===== config.mk =====
export PLATFORM = sky130hd
export DESIGN_NAME = result_writeback
export DESIGN_NICKNAME = d
export VERILOG_FILES = /design/src/rtl/tpu_pkg.sv /design/src/rtl/deskew_delay_line.sv /design/src/rtl/result_writeback.sv
export SDC_FILE = /design/constraint.sdc
export NUM_CORES = 1
export LEC_CHECK = 0
export CELL_PAD_IN_SITES_DETAIL_PLACEMENT = 1
export CELL_PAD_IN_SITES_GLOBAL_PLACEMENT = 1
export CORE_MARGIN = 1
export CORE_UTILIZATION = 40
export DETAILED_ROUTE_END_ITERATION = 12
export PLACE_DENSITY_LB_ADDON = 0.12
export SYNTH_ARGS = -nofsm -noshare
export SYNTH_HDL_FRONTEND = slang
export SYNTH_SLANG_ARGS = --single-unit
export TNS_END_PERCENT = 100

===== constraint.sdc =====
create_clock -name clk -period 1.9 [get_ports clk]
set_input_delay 0.38 -clock clk [delete_from_list [all_inputs] [get_ports clk]]
set_output_delay 0.38 -clock clk [all_outputs]
set_load 0.03 [all_outputs]

===== src/rtl/tpu_pkg.sv =====
// Shared TPU definitions: default array geometry, result-writeback FSM states
// and the column slice helper used to pack/unpack per-column partial sums.
package tpu_pkg;

   localparam int unsigned DEFAULT_MATRIX_SIZE    = 8;
   localparam int unsigned DEFAULT_PARTIAL_SUM_BW = 20;
   localparam int unsigned DEFAULT_ADDRESSSIZE    = 10;

   typedef enum logic [1:0] {
      ST_IDLE = 2'd0,
      ST_RUN  = 2'd1,
      ST_DONE = 2'd2
   } wb_state_e;

   // Lowest bit of column 'col' inside a packed row of 'bw'-wide columns.
   function automatic int unsigned col_lsb(input int unsigned col, input int unsigned bw);
      return col * bw;
   endfunction

endpackage


===== src/rtl/deskew_delay_line.sv =====
// Fixed-depth shift register with synchronous clear; DEPTH=0 degenerates to a wire.
module deskew_delay_line #(
   parameter int unsigned DEPTH = 1,
   parameter int unsigned WIDTH = 1
) (
   input  logic             clk,
   input  logic             rstn,
   input  logic             clr,
   input  logic [WIDTH-1:0] din,
   output logic [WIDTH-1:0] dout
);

   if (DEPTH == 0) begin : g_wire
      logic unused_ctrl;
      assign unused_ctrl = &{1'b0, clk, rstn, clr};
      assign dout        = din;
   end else begin : g_shift
      logic [WIDTH-1:0] stage [DEPTH];

      always_ff @(posedge clk or negedge rstn) begin
         if (!rstn) begin
            for (int i = 0; i < DEPTH; i++) stage[i] <= '0;
         end else if (clr) begin
            for (int i = 0; i < DEPTH; i++) stage[i] <= '0;
         end else begin
            stage[0] <= din;
            for (int i = 1; i < DEPTH; i++) stage[i] <= stage[i-1];
         end
      end

      assign dout = stage[DEPTH-1];
   end

endmodule


===== src/rtl/result_writeback.sv =====
// Deskews the staggered column partial sums leaving the PE array into aligned rows
// and writes them to the result SRAM at consecutive (wrapping) addresses.
module result_writeback
   import tpu_pkg::*;
#(
   parameter int unsigned MATRIX_SIZE    = DEFAULT_MATRIX_SIZE,
   parameter int unsigned PARTIAL_SUM_BW = DEFAULT_PARTIAL_SUM_BW,
   parameter int unsigned ADDRESSSIZE    = DEFAULT_ADDRESSSIZE,
   parameter int unsigned NUM_ROWS       = 8
) (
   input  logic                                  clk,
   input  logic                                  rstn,
   input  logic                                  start,
   input  logic [ADDRESSSIZE-1:0]                base_addr,
   input  logic [PARTIAL_SUM_BW*MATRIX_SIZE-1:0] psum_in,
   input  logic [MATRIX_SIZE-1:0]                psum_valid,
   output logic                                  wr_en,
   output logic [ADDRESSSIZE-1:0]                wr_addr,
   output logic [PARTIAL_SUM_BW*MATRIX_SIZE-1:0] wr_data,
   output logic                                  busy,
   output logic                                  done,
   output logic                                  err
);

   localparam int unsigned N      = MATRIX_SIZE;
   localparam int unsigned ROW_W  = PARTIAL_SUM_BW * N;
   localparam int unsigned LANE_W = PARTIAL_SUM_BW + 1;
   localparam int unsigned CNT_W  = (NUM_ROWS > 1) ? $clog2(NUM_ROWS) : 1;

   wb_state_e              state, state_n;
   logic [ADDRESSSIZE-1:0] base_q, base_n;
   logic [CNT_W-1:0]       row_cnt, row_cnt_n;
   logic                   wr_en_n, busy_n, done_n, err_n;
   logic [ADDRESSSIZE-1:0] wr_addr_n;
   logic [ROW_W-1:0]       wr_data_n;

   logic                   line_clr;
   logic [N-1:0]           dly_valid;
   logic [ROW_W-1:0]       dly_data;

   // Delay lines only run in RUN; outside it they are held cleared so stale beats die.
   assign line_clr = (state != ST_RUN);

   // Column c is delayed N-1-c cycles so every column of a row lands together.
   for (genvar c = 0; c < N; c++) begin : g_col
      logic [LANE_W-1:0] lane_out;

      deskew_delay_line #(
         .DEPTH (N - 1 - c),
         .WIDTH (LANE_W)
      ) u_dly (
         .clk  (clk),
         .rstn (rstn),
         .clr  (line_clr),
         .din  ({psum_valid[c], psum_in[col_lsb(c, PARTIAL_SUM_BW) +: PARTIAL_SUM_BW]}),
         .dout (lane_out)
      );

      assign dly_valid[c] = lane_out[LANE_W-1];
      assign dly_data[col_lsb(c, PARTIAL_SUM_BW) +: PARTIAL_SUM_BW] = lane_out[PARTIAL_SUM_BW-1:0];
   end

   // State register and registered outputs.
   always_ff @(posedge clk or negedge rstn) begin
      if (!rstn) begin
         state   <= ST_IDLE;
         base_q  <= '0;
         row_cnt <= '0;
         wr_en   <= 1'b0;
         wr_addr <= '0;
         wr_data <= '0;
         busy    <= 1'b0;
         done    <= 1'b0;
         err     <= 1'b0;
      end else begin
         state   <= state_n;
         base_q  <= base_n;
         row_cnt <= row_cnt_n;
         wr_en   <= wr_en_n;
         wr_addr <= wr_addr_n;
         wr_data <= wr_data_n;
         busy    <= busy_n;
         done    <= done_n;
         err     <= err_n;
      end
   end

   // Next-state and next-output logic.
   always_comb begin
      state_n   = state;
      base_n    = base_q;
      row_cnt_n = row_cnt;
      wr_en_n   = 1'b0;
      wr_addr_n = wr_addr;
      wr_data_n = wr_data;
      busy_n    = 1'b0;
      done_n    = 1'b0;
      err_n     = err;

      unique case (state)
         ST_IDLE: begin
            if (start) begin
               base_n    = base_addr;
               row_cnt_n = '0;
               err_n     = 1'b0;
               busy_n    = 1'b1;
               state_n   = ST_RUN;
            end
         end

         ST_RUN: begin
            busy_n = 1'b1;
            if (&dly_valid) begin
               wr_en_n   = 1'b1;
               wr_addr_n = base_q + ADDRESSSIZE'(row_cnt);
               wr_data_n = dly_data;
               row_cnt_n = row_cnt + 1'b1;
               if (row_cnt == CNT_W'(NUM_ROWS - 1)) state_n = ST_DONE;
            end else if (|dly_valid) begin
               // A torn row means the upstream skew broke; drop it and flag.
               err_n = 1'b1;
            end
         end

         ST_DONE: begin
            done_n  = 1'b1;
            state_n = ST_IDLE;
         end

         default: state_n = ST_IDLE;
      endcase
   end

endmodule

==> results.py, run 1 <==
metrics = {
    "status": {
        "run_status": "complete, no violations",
    },
    "clock_network": {
        "clk_path_buf_depth": 3,
        "cts-root-buf": "clkbuf_16",
        "cts_made_buffers": 80,
        "cts_tree": "yes",
        "htree_levels": 3,
        "clk_latency_ns": 0.60,
        "clock_sinks": 777,
        "path_clk_slew_ns": 0.06,
    },
    "flow_run": {
        "drv_cap": 0,
    },
    "die": {
        "dieArea_um2": 65860,
        "coreArea_um2": 63540,
        "io_pins": 355,
        "die_h_um": 256.6,
        "initial_core_util_pct": 40.82,
        "dieWidth_um": 256.6,
        "rows": 92,
    },
    "cells_and_area": {
        "most-common-layout-cells": "777 x dfrtp_1, 589 x and2_1, 179 x clkdlybuf4s50_1, 174 x dlygate4sd2_1, 104 x mux2_2",
        "syn_to_final_growth_pct": 28.75,
        "drive_above_1_share_pct": 13.22,
        "final_common_cell": "dfrtp_1",
        "final_nets": 2306,
        "post-route-cell-area_um2": 33390,
    },
    "global_route": {
        "track_usage_pct": 15.78,
        "overflow": 0,
        "grt_pass1_wl_um": 81710,
        "grt_pass1_vias": 14571,
        "grt_max_degree": 149,
        "antenna_found_initial": 7,
    },
    "critical_path": {
        "path_buf_inv": 1,
        "path_max_fanout": 2,
        "critical-path-slowest-cell": "dlygate4sd2_1",
        "critPathLaunchType": "flip-flop",
        "path_class": "flip-flop to primary output",
        "crit_required_ns": 1.52,
        "crit_chain": "dlygate4sd2_1",
        "cp-end-kind": "primary output",
        "worstPathArrival_ns": 1.45,
        "cp_top_family": "buffers and inverters",
        "slowest_delay_ns": 0.44,
    },
    "routing": {
        "viasPerCell": 4.436,
        "drt_iter0_drc": 753,
        "post_drt_wl_per_cell_um": 16.51,
        "routed_wl_um": 49990,
        "ant_nets": 0,
        "vias": 13432,
        "drc": 0,
        "firstDrtPassIters": 4,
    },
    "sta": {
        "tightest_slew_ns": 0.4905,
        "rsz0062_at_grt": "true",
        "fin_ws_ns": 0.06621,
        "fin_crit_ns": 1.834,
        "slew_viol_final": 0,
        "setup_viol": 0,
        "final.setup.tns_ns": 0,
        "fmax_ghz": 0.5453,
        "finClkSkew_ns": 0.02433,
        "relSlewSlack_pct": 67.30,
        "hold_violations": 0,
        "timing.final.crit_share_pct": 96.52,
    },
    "yosys": {
        "ys_ff_latch": 777,
        "synthFlopType": "dfrtp_1",
        "netlist_instances": 1714,
        "synth-simple-area-share_pct": 15.30,
        "synth_edf_count": 0,
        "synth.distinct_cells": 33,
        "netlist_area_um2": 25930,
        "yosysSeqAreaShare_pct": 74.97,
        "synth_compound_area_share_pct": 0.3618,
        "syn_nets": 1901,
        "synth_xor_area_share_pct": 0.2702,
        "ys_warn_count": 0,
        "avgSynthCellArea_um2": 15.13,
        "synth_fa_ha_area_share_pct": 0.3184,
        "async_flop_share_pct": 100.0,
        "synth_top_family_by_area": "simple AND/OR/NAND/NOR gates",
        "synthMuxAreaShare_pct": 7.159,
    },
    "min_path": {
        "hold_path.class": "input port to async pin",
    },
    "place": {
        "place_congestion": 0.7678,
        "hpwl_um": 32760,
        "dpl_cell_area_um2": 30920,
        "io_buffers": 354,
        "dpl_worst_slack_ns": -0.4245,
    },
    "power": {
        "p_sw_mw": 7.787,
        "power_per_cell_area_nw_per_um2": 1098,
        "p_leak_nw": 16.51,
        "power_frac_comb_pct": 7.0,
        "p_sw_share_pct": 21.24,
        "clkPwrFrac_pct": 42.3,
        "vdd_drop_max_uv": 629.6,
        "internal_power_mw": 28.87,
        "pwr-share-seq_pct": 50.7,
    },
}
==> cell usage after synthesis (2+ instances only) <==
| cell type | instances | area, um2 |
|---|---|---|
| dfrtp_1 | 777 | 19440 |
| and2_1 | 589 | 3685 |
| mux2_2 | 104 | 1171 |
| clkbuf_1 | 67 | 251.5 |
| mux2_1 | 60 | 675.7 |
| nand2_1 | 34 | 127.6 |
| buf_4 | 14 | 105.1 |
| nor2_1 | 14 | 52.55 |
| a21oi_1 | 7 | 35.03 |
| ha_1 | 5 | 62.56 |
| inv_1 | 4 | 15.01 |
| o21ai_0 | 4 | 20.02 |
| xnor2_1 | 4 | 35.03 |
| xor2_1 | 4 | 35.03 |
| buf_2 | 3 | 15.01 |
| buf_6 | 3 | 33.78 |
| nor2b_1 | 3 | 18.77 |
| nand4_1 | 2 | 12.51 |
| or4_1 | 2 | 15.01 |
==> cell families after synthesis <==
logic type | after synthesis
AOI/OAI and AO/OA | 16
and+or+nand+nor | 651
DFF | 777
buffers and inverters | 91
muxes | 165
xor gates and xnor gates | 8
adders and majority gates | 6
==> power groups by stage <==
stage / Combinational (mW) / Clock [mW] / Sequential, mW
2_1_floorplan: 1.40 / 0 / 18.8
3_3_place_gp: 2.54 / 0 / 18.8
3_5_place_dp: 2.63 / 0 / 18.9
4_1_cts: 2.66 / 16.1 / 18.6
5_1_grt: 2.93 / 16.7 / 18.8
6_report: 2.56 / 15.5 / 18.6
==> through the flow <==
stage               power [mW]  util [%]  instances  hold slack, ns
floorplan                20.15         -       1714         0.08441
global route             38.36     52.55       3027          0.2821
detailed placement       21.54     48.66       2882          0.3015
finish                   36.66     52.55       3028          0.2617
CTS                      37.37     52.52       3025          0.2474
global placement         21.36     48.66       2882          0.3021
==> state kept, by name, indices dropped and copies added, names as in the netlist <==
register,flops
base_q,10
busy,1
done,1
err,1
g_col.u_dly.dout,147
g_col.u_dly.g_shift.stage,441
row_cnt,3
state,2
wr_addr,10
wr_data,160
wr_en,1
==> final timing paths <==
check	endpoint	depth (start not counted)	start	slack, ns
worst min-delay path	wr_data[7]	2	rstn	0.26
max in group asynchronous	g_col[2].u_dly.g_shift.stage[40]	4	rstn	0.80
worst min register to register	g_col[0].u_dly.g_shift.stage[86]	1	g_col[0].u_dly.g_shift.stage[107]	0.43
worst max-delay path	wr_data[59]	1	wr_data[59]	0.07
min in group clk	base_q[8]	3	base_addr[8]	0.32
worst max register to register	wr_data[48]	5	g_col[2].u_dly.dout[20]	0.10
==> cell type report <==
class	count	area, um2
diodes	3	7.507
clock buffers	124	2471
clock inverters	18	193.9
fillers	6143	30150
inverters	4	15.01
multi-input cells	846	6090
flip-flops and latches	777	19440
well taps	846	1059
repair buffers	410	4111
==> layer usage <==
layer,vias up,GRT usage [%],wire [um]
met1,6865,20.55,21590
li1,6197,-,-
met2,280,26.21,24840
met5,-,0,41
met3,84,3.223,2360
met4,6,5.556,1154
==> what timing repair did <==
item | in CTS | in global routing
endpoints found under the setup margin | 174 | 65
endpoints found under the hold margin | 27 | 0
buffers inserted | 0 | 0
gates cloned | 0 | 0
hold buffers | 1 | 0
pin swaps | 0 | 1
gates resized for setup | 174 | 3
(Power assumes the default switching activity.)
==> run 2, diff against run 1 <==
- GPL_ROUTABILITY_DRIVEN: unset -> 0
==> results of run 2 <==
The final DEF is identical to that of run 1; final timing and power are the same.
